<file path="config.mk">
export PLATFORM = sky130hd
export DESIGN_NAME = i2c_arbiter
export DESIGN_NICKNAME = d
export VERILOG_FILES = /design/src/rtl/i2c_arbiter.sv
export SDC_FILE = /design/constraint.sdc
export NUM_CORES = 1
export LEC_CHECK = 0
export BUFFER_PORTS_ARGS = -buffer_cell sky130_fd_sc_hd__clkbuf_2
export CAP_MARGIN = 40
export CORE_MARGIN = 2
export CORE_UTILIZATION = 40
export CTS_CLUSTER_SIZE = 12
export DETAILED_ROUTE_END_ITERATION = 10
export PLACE_DENSITY = 0.79
export SYNTH_ARGS = -nofsm -noshare
export SYNTH_HDL_FRONTEND = slang
export SYNTH_SLANG_ARGS = --single-unit
</file>
<file path="constraint.sdc">
create_clock -name i_clk -period 1.4 [get_ports i_clk]
set_clock_uncertainty 0.15 [all_clocks]
set_input_delay 0 -clock i_clk [delete_from_list [all_inputs] [get_ports i_clk]]
set_output_delay 0 -clock i_clk [all_outputs]
set_load 0.05 [all_outputs]
</file>
<file path="src/rtl/i2c_arbiter.sv">
// i2c_arbiter: round-robin sharing of one I2C register-write engine among NUM_REQ requesters.
// Optional watchdog enabled by defining I2C_ARB_TIMEOUT_EN.
module i2c_arbiter #(
  parameter int NUM_REQ        = 2,
  parameter int DATA_W         = 16,
  parameter int TIMEOUT_CYCLES = 65535
) (
  input  logic                      i_clk,
  input  logic                      i_rst_n,
  input  logic [NUM_REQ-1:0]        i_req,
  input  logic [NUM_REQ*DATA_W-1:0] i_reg_data,
  output logic [NUM_REQ-1:0]        o_grant,
  output logic [NUM_REQ-1:0]        o_done,
  output logic                      o_error,
  output logic                      o_busy,
  output logic                      o_i2c_start,
  output logic [DATA_W-1:0]         o_i2c_reg_data,
  input  logic                      i_i2c_finished
);
  localparam int IDX_W = $clog2(NUM_REQ);
  if (NUM_REQ < 2 || NUM_REQ > 4 || TIMEOUT_CYCLES < 2) begin : g_param_check
    $error("i2c_arbiter: illegal parameter value");
  end
  typedef enum logic [1:0] {S_IDLE, S_WAIT, S_DONE} state_t;
  state_t              state;
  logic [IDX_W-1:0]    ptr, win;
  logic [DATA_W-1:0]   win_data;
  assign o_busy = (state != S_IDLE);
  // Lowest index above ptr wins; otherwise wrap to lowest index at or below ptr.
  always_comb begin
    win = ptr;
    win_data = '0;
    for (int i = NUM_REQ-1; i >= 0; i--)
      if (i_req[i] && IDX_W'(i) <= ptr) begin
        win = IDX_W'(i);
        win_data = i_reg_data[i*DATA_W +: DATA_W];
      end
    for (int i = NUM_REQ-1; i >= 0; i--)
      if (i_req[i] && IDX_W'(i) > ptr) begin
        win = IDX_W'(i);
        win_data = i_reg_data[i*DATA_W +: DATA_W];
      end
  end
`ifdef I2C_ARB_TIMEOUT_EN
  localparam int CNT_W = $clog2(TIMEOUT_CYCLES + 1);
  logic [CNT_W-1:0] cnt;
  logic             tmo;
  always_ff @(posedge i_clk or negedge i_rst_n) begin
    if (!i_rst_n) begin
      state          <= S_IDLE;
      ptr            <= IDX_W'(NUM_REQ-1);
      o_grant        <= '0;
      o_done         <= '0;
      o_error        <= 1'b0;
      o_i2c_start    <= 1'b0;
      o_i2c_reg_data <= '0;
      cnt            <= '0;
      tmo            <= 1'b0;
    end else begin
      o_done      <= '0;
      o_error     <= 1'b0;
      o_i2c_start <= 1'b0;
      case (state)
        S_IDLE: if (|i_req) begin
          state          <= S_WAIT;
          o_grant        <= NUM_REQ'(1) << win;
          o_i2c_reg_data <= win_data;
          o_i2c_start    <= 1'b1;
          ptr            <= win;
          cnt            <= '0;
          tmo            <= 1'b0;
        end
        // finished on the timeout cycle takes priority, so no error is flagged
        S_WAIT: if (i_i2c_finished) state <= S_DONE;
          else if (cnt == CNT_W'(TIMEOUT_CYCLES-1)) begin
            state <= S_DONE;
            tmo   <= 1'b1;
          end else cnt <= cnt + 1'b1;
        S_DONE: begin
          o_done  <= o_grant;
          o_error <= tmo;
          o_grant <= '0;
          state   <= S_IDLE;
        end
        default: state <= S_IDLE;
      endcase
    end
  end
`else
  assign o_error = 1'b0;
  always_ff @(posedge i_clk or negedge i_rst_n) begin
    if (!i_rst_n) begin
      state          <= S_IDLE;
      ptr            <= IDX_W'(NUM_REQ-1);
      o_grant        <= '0;
      o_done         <= '0;
      o_i2c_start    <= 1'b0;
      o_i2c_reg_data <= '0;
    end else begin
      o_done      <= '0;
      o_i2c_start <= 1'b0;
      case (state)
        S_IDLE: if (|i_req) begin
          state          <= S_WAIT;
          o_grant        <= NUM_REQ'(1) << win;
          o_i2c_reg_data <= win_data;
          o_i2c_start    <= 1'b1;
          ptr            <= win;
        end
        S_WAIT: if (i_i2c_finished) state <= S_DONE;
        S_DONE: begin
          o_done  <= o_grant;
          o_grant <= '0;
          state   <= S_IDLE;
        end
        default: state <= S_IDLE;
      endcase
    end
  end
`endif
endmodule

</file>
## Word-level counts from Yosys, hierarchy flattened

Cells that the tools add are included.

- Magnitude comparators: 4
- Shift operators: 1
- Equality and inequality tests: 4
- Muxes and demuxes: 16
- Reductions and logical operators: 11

Operator list:

| cell | count |
|---|---|
| 16-bit two-way mux | 4 |
| 2-bit two-way mux | 4 |
| 2-bit one-hot mux with 2 select lines | 2 |
| 1-bit two-way mux | 6 |
| 2-bit AND reduction | 3 |
| 1-bit logical AND | 4 |
| 2-bit != test (second input constant) | 2 |
| 2-bit nonzero test | 2 |
| 2-bit by 1-bit equality test with 1-bit output (second input constant) | 1 |
| 2-bit equality test (second input constant) | 1 |
| 1-bit greater-than comparator (first input constant) | 2 |
| 1-bit less-or-equal comparator (first input constant) | 2 |
| 2-bit logical NOT | 1 |
| 2-bit OR reduction | 1 |
| 1-bit by 1-bit left shift with 2-bit output (first input constant) | 1 |

- Register bits: 24
- Output and inout bits: 23
- Word-level logic and storage cells: 42
- Input bits: 37

## Logic depth before layout (Yosys ltp)

Gate-level depths: netlist (run 1).

- Depth after elaboration: 9
- Gate-level depth with buffers: 5
- Mapped depth without buffers: 4

## Worst setup path before layout (run 1)

OpenSTA, ideal clock, no wires.

- Path kind: register to register
- From: register state[1]
- To: register o_i2c_reg_data[10]
- Path buffers: 1
- Setup slack: 0.003 ns
- Cell stages (with the launch flop): 6
- Arrival: 1.123 ns
- Data required time: 1.127 ns
- Setup time: 0.123 ns
- Period minus slack after synthesis: 1.397 ns
- Path through: dfrtp_1 nor2_8 inv_4 nor2_4 buf_6 a21oi_2

- Cells in the longest elaborated chain, start to end: 2

Ends and longest elaborated chain:

| what | line | text |
|---|---|---|
| start, declared | 25 | `state_t state;` |
| start signal, assigned | 93 | `state <= S_IDLE;` |
| start signal, assigned | 104 | `state <= S_WAIT;` |
| start signal, assigned | 110 | `S_WAIT: if (i_i2c_finished) state <= S_DONE;` |
| 2-bit logical NOT | 102 | `case (state)` |
| 2-bit AND reduction (no source line) | n/a |  |
| end signal, assigned | 106 | `o_i2c_reg_data <= win_data;` |
| end, declared | 17 | `output logic [DATA_W-1:0] o_i2c_reg_data,` |

No other way between the ends.
A chain may end at the register's enable or synchronous reset.

## Worst setup path after layout (run 1)

- From: register ptr
- To: register o_i2c_reg_data[9]

- Cells in the longest elaborated chain, start to end: 6
- Elaborated cells between the ends (all ways): 12
- Those cells by class: order compare (4); mux (4); reduce/logical (4)

Ends and longest elaborated chain:

| what | line | text |
|---|---|---|
| start, declared | 26 | `logic [IDX_W-1:0] ptr, win;` |
| start signal, assigned | 94 | `ptr <= IDX_W'(NUM_REQ-1);` |
| start signal, assigned | 108 | `ptr <= win;` |
| 1-bit less-or-equal comparator | 34 | `if (i_req[i] && IDX_W'(i) <= ptr) begin` |
| 1-bit logical AND | 34 |  |
| 16-bit two-way mux (2 in a row) | 34 |  |
| 16-bit two-way mux | 39 | `if (i_req[i] && IDX_W'(i) > ptr) begin` |
| 16-bit two-way mux * | 39 |  |

Mark *: on every way between the ends. The rest lies on a longest branch, timed or not.

==> out/results.tsv, run 1 <==
metric	value	unit
status	finished, final reports clean	
route.detailed.drc	0	
start_kind	flip-flop	
fin_crit_sh	98.5	%
clkSlewWorstSetupHoldPaths	130	ps
required	1460	ps
syn_inst	105	
rows	19	
cts_tree	yes	
fp.dieW	58.6	um
end_kind	flip-flop	
powerDensity	2210	nW/um^2
antenna_found_initial	0	
ioPinCount	60	
drt-vias-per-instance	5.35	
die_h	58.6	um
setup-tns-final	0	ps
slew_headroom	60.6	%
worst-path-buf-inv	1	
max_freq	725	MHz
synth_area	1190	sq um
drtPass1Iterations	4	
fin_crit	1380	ps
avgSynthCellArea	11.3	sq um
synth_top_area_share	48.3	%
ant_nets	0	
hold_viol_final	0	
min-delay-start	i_req[0]	
synth.largest_area_cell	dfrtp_1	
rsz0062_at_grt	yes	
ys_seq_elements	24	
worst_slew_pin_slew	591	ps
clk_latency	310	ps
maxCapViolations	0	
place_hpwl	2.32	mm
yosysSeqAreaShare	50.5	%
crit_chain	a21boi_4 -> buf_12 -> a32oi_1 -> a21oi_2	
gp_congestion	0.740	
dr_total_vias	1257	
holdPathEnd	o_i2c_reg_data[7]	
htree_levels	1	
min_path_cells	3	
clock_tree.buffer_depth	2	
io_buffers	58	
slew_viol_final	0	
totalWireLength	3.65	mm
synth.area.top_cells	dfrtp_1 (48%), a32oi_1 (12%), a21oi_1 (11%)	
root_buffer	clkbuf_4	
setup_violations	0	
yosysWarnings	0	
grt_usage	21.6	%
setup.worst_path.class	reg -> reg	
r2r-end	o_i2c_reg_data[9]	
numCtsBuffers	3	
cp_max_fo	12	
synth_cell_types	25	
synth_nets	142	
drt_iter0_markers	38	
critical_path.slowest_cell	dfstp_2	
grt_max_degree	25	
drive_gt1_share	46.6	%
regToRegSetupSlack	20	ps
hold_path_class	in -> reg	
ir_drop	2.15	mV
fin_util	71.1	%
cp_top_family	flip-flops	
wl_per_cell	15.5	um
grt_pass1_vias	1305	
grt_pass1_wl	5.70	mm
leakagePower	0.908	nW
overflow	0	
nets	242	
core_area	2780	sq um
initial_core_util	42.8	%
dieArea	3430	sq um
max_stage_delay	600	ps
worstPathArrival	1440	ps
worstReg2RegStart	ptr	
n_antenna_cell	0	
syn2layout_area_growth	66.1	%
hold_ws	13.3	ps
ff2ff_path_depth	4	
clock-sinks	24	
## cells by family (layout without fill, tap and decap cells)
kind of cell	count (synthesis)	in the layout	synth area share (%)
and+or+nand+nor	12	12	7.77
AOI/OAI and AO/OA	56	56	32.8
other	1	1	0.315
buffers and inverters	12	111	8.61
DFF	24	24	50.5
## worst max-delay path by stage
stage	start	end	slack [ps]	cells after the start
finish	ptr	o_i2c_reg_data[9]	20	4
global route	ptr	o_i2c_reg_data[5]	-20	4
detailed placement	ptr	o_i2c_reg_data[9]	7	4
CTS	ptr	o_i2c_reg_data[3]	6	4
global placement	ptr	o_i2c_reg_data[12]	80	4
floorplan	state[1]	o_i2c_reg_data[10]	3	5
## area by class of cell
cell class              instances  area [sq um]
clock buffers                   4          36.3
well taps                      31          38.8
flip-flops and latches         24           603
multi-input cells              69           524
fillers                       209           803
repair buffers                105           766
inverters                       2          10.0
## stage by stage
stage | power, mW | instance area [sq um] | std cells | setup slack, ps
after floorplan | 3.15 | 1190 | 105 | 3.36
after global placement | 3.72 | 1500 | 192 | 75.7
after detailed placement | 3.80 | 1500 | 192 | 7.00
after CTS | 4.27 | 1910 | 232 | 6.44
after global routing | 4.60 | 1980 | 235 | -24.5
final | 4.36 | 1980 | 235 | 21.5
## cells in the mapped netlist
library cell,n
or2_1,1
a32oi_1,16
and2_1,2
nand2b_1,3
buf_2,2
o21ai_0,1
dfstp_2,1
a21oi_2,9
o22ai_1,1
a31oi_1,1
a21boi_4,1
conb_1,1
buf_6,6
buf_4,2
nor2_4,1
inv_1,1
nor2_8,1
nor2_1,1
dfrtp_1,23
nand3b_1,1
nor2_2,1
a21oi_1,26
nor2b_1,1
inv_4,1
o21ai_1,1
## what timing repair did
| action | 4_1_cts | 5_1_grt |
|---|---|---|
| buffers inserted | 0 | 2 |
| hold buffers | 36 | 0 |
| hold endpoints to repair | 44 | 0 |
| resized for setup | 3 | 8 |
| endpoints found under the setup margin | 11 | 19 |
| cloned | 0 | 1 |
| pin swaps | 2 | 10 |
## metal layers
layer | track usage (%) | up-vias | part of all wire [%]
li1 | - | 594 | -
met1 | 23.9 | 605 | 40
met2 | 43.0 | 54 | 54
met3 | 2.64 | 4 | 5.4
met4 | 5.52 | 0 | 0.60
met5 | 0 | - | 0
## registers in the layout, summed over array words and instances (netlist names)
| signal | cells |
|---|---|
| o_done | 2 |
| o_grant | 2 |
| o_i2c_reg_data | 16 |
| o_i2c_start | 1 |
| ptr | 1 |
| state | 2 |
## power by group
part | switching [mW] | total, mW | internal, mW
clock | 0.206 | 0.365 | 0.159
combinational | 1.87 | 2.71 | 0.842
sequential | 0.249 | 1.28 | 1.03
## worst register-to-register path, cell delays in order, from the launching register on
cell and delay (ps):
dfstp_2 600, a21boi_4 80, buf_12 150, a32oi_1 200, a21oi_2 90
## placed cells by master, fill, tap and decap left out
| cell type | count |
|---|---|
| buf_6 | 2 |
| clkbuf_8 | 1 |
| o22ai_1 | 1 |
| o21ai_1 | 1 |
| nor2_1 | 1 |
| a31oi_1 | 1 |
| nand2b_4 | 1 |
| a32oi_2 | 3 |
| conb_1 | 1 |
| clkbuf_4 | 3 |
| nor2_8 | 1 |
| o21ai_0 | 1 |
| nand2b_1 | 2 |
| nor2b_1 | 1 |
| clkbuf_2 | 57 |
| a21oi_1 | 24 |
| dfrtp_2 | 1 |
| nor2_2 | 1 |
| a21boi_4 | 1 |
| dlygate4sd3_1 | 36 |
| inv_4 | 1 |
| inv_1 | 1 |
| nand3b_1 | 1 |
| and2_1 | 2 |
| buf_2 | 1 |
| buf_12 | 2 |
| dfstp_2 | 1 |
| or2_1 | 1 |
| a32oi_1 | 13 |
| a21oi_2 | 11 |
| buf_4 | 7 |
| dfrtp_1 | 22 |
| nor2_4 | 1 |
No activity file was read; power rests on OpenSTA's default activity.
==> run 2: changes to the inputs <==
--- a/config.mk
+++ b/config.mk
@@ -7,7 +7,6 @@
 export LEC_CHECK = 0
 export BUFFER_PORTS_ARGS = -buffer_cell sky130_fd_sc_hd__clkbuf_2
 export CAP_MARGIN = 40
-export CORE_MARGIN = 2
 export CORE_UTILIZATION = 40
 export CTS_CLUSTER_SIZE = 12
 export DETAILED_ROUTE_END_ITERATION = 10
==> constraint.sdc (replaced) <==
create_clock -name i_clk -period 1.4 [get_ports i_clk]
set_clock_uncertainty 0.15 [all_clocks]
set_input_delay 0 -clock i_clk [delete_from_list [all_inputs] [get_ports i_clk]]
set_output_delay 0 -clock i_clk [all_outputs]
set_load 0.1 [all_outputs]
==> out/results.tsv, run 2 (same netlist as run 1, synthesis figures left out) <==
metric	value	unit	change
drt-vias-per-instance	5.46		+2.0%
io_buffers	58		unchanged
worstPathArrival	1500	ps	+60 ps
rows	19		unchanged
n_antenna_cell	0		unchanged
htree_levels	1		unchanged
cp_max_fo	10		-2
drtPass1Iterations	4		unchanged
gp_congestion	0.721		-2.5%
grt_max_degree	25		unchanged
core_area	2780	sq um	unchanged
cts_tree	yes		
worst_slew_pin_slew	598	ps	+7.16 ps
crit_chain	nand2b_4 -> buf_8 -> a32oi_2 -> a21oi_2		
setup_slack	-2.27	ps	-23.8 ps
critical_path.slowest_cell	dfstp_2		
maxCapViolations	0		unchanged
initial_core_util	42.8	%	unchanged
max_freq	713	MHz	-1.7%
ioPinCount	60		unchanged
drive_gt1_share	48.3	%	+1.7 points
ff2ff_path_depth	4		unchanged
nFillCells	189		-9.6%
fp.dieW	56.6	um	-3.4%
hold_path_class	in -> async		
numCtsBuffers	3		unchanged
fin_util	71.8	%	+0.72 points
max_stage_delay	600	ps	about the same
grt_pass1_wl	6.00	mm	+5.3%
worstReg2RegStart	ptr		
fin_crit	1400	ps	+23.8 ps
r2r-end	o_i2c_reg_data[14]		
hold_viol_final	0		unchanged
fin_crit_sh	100	%	+1.7 points
grt_usage	24.2	%	+2.6 points
clock_tree.buffer_depth	2		unchanged
dr_total_vias	1266		+0.72%
root_buffer	clkbuf_4		
end_kind	flip-flop		
critPathLaunch	ptr		
clk_latency	310	ps	about the same
hold_ws	54.3	ps	+41.1 ps
drt_iter0_markers	45		+18%
rsz0062_at_grt	yes		
setup.worst_path.class	reg -> reg		
ant_nets	0		unchanged
clock-sinks	24		unchanged
cp_top_family	flip-flops		
die_h	56.6	um	-3.4%
dieArea	3200	sq um	-6.7%
violations	setup timing		
layout_commonest_cell	clkbuf_2		
clkSlewWorstSetupHoldPaths	130	ps	about the same
grt_pass1_vias	1293		-0.92%
setup-tns-final	-2.27	ps	-2.27 ps
worst-path-buf-inv	1		unchanged
largest_reg_flops	16		unchanged
dp_slack	52.2	ps	+45.2 ps
place_hpwl	2.10	mm	-9.7%
syn2layout_area_growth	67.8	%	
wl_per_cell	16.6	um	+6.6%
start_kind	flip-flop		
crit_cells	4		unchanged
regToRegSetupSlack	-2	ps	-20 ps
overflow	0		unchanged
antenna_found_initial	0		unchanged
totalWireLength	3.84	mm	+5.2%
crit_path_end	o_i2c_reg_data[14]		
regMostFlops	o_i2c_reg_data		
layout_common_cells	clkbuf_2 (57), dlygate4sd3_1 (36), a21oi_1 (26), dfrtp_1 (20)		
required	1500	ps	+40 ps
status	complete, but fails checks		
slew_viol_final	0		unchanged
slew_headroom	60.1	%	-0.48 points
setup_violations	1		+1
nets	239		-1.2%
route.detailed.drc	0		unchanged
## run 2: per-stage QoR
stage                     cells  cell area [sq um]
final                       232               2000
after global routing        232               2000
after CTS                   232               1920
after detailed placement    192               1520
after global placement      192               1520
after floorplan             105               1200
## run 2: layer usage
metal / up-vias / routed length, um / track usage [%]
li1: 588 / - / -
met1: 601 / 1530 / 29.8
met2: 69 / 2020 / 43.4
met3: 8 / 223 / 4.38
met4: 0 / 67 / 5.92
met5: - / 0 / 0
## run 2: cell type report
cell class	instances	area (sq um)	share of cell area (%)
Multi-Input combinational cell	69	549	27.5
Inverter	2	15.0	0.751
Clock buffer	4	36.3	1.82
Tap cell	31	38.8	1.94
Sequential cell	24	606	30.3
Timing Repair Buffer	102	753	37.7
## run 2: how the worst min path moves through the flow
stage,from,end,cells after the start
6_report,i_rst_n,o_i2c_reg_data[5],2
5_1_grt,i_rst_n,o_i2c_reg_data[5],2
4_1_cts,i_req[0],o_i2c_reg_data[1],3
3_5_place_dp,i_rst_n,o_i2c_reg_data[5],1
3_3_place_gp,i_rst_n,o_i2c_reg_data[2],1
2_1_floorplan,i_rst_n,o_done[0],0
## run 2: repair_timing
| action | CTS | global route |
|---|---|---|
| endpoints found under the setup margin | 0 | 17 |
| gates resized for setup | 0 | 14 |
| hold endpoints to repair | 45 | 0 |
| hold buffers | 36 | 0 |
| setup buffers | 0 | 0 |
Power of run 2 is left out: the tool's default activity adds up to more than one toggle a clock period on the data nets, which glitch-free logic cannot reach.
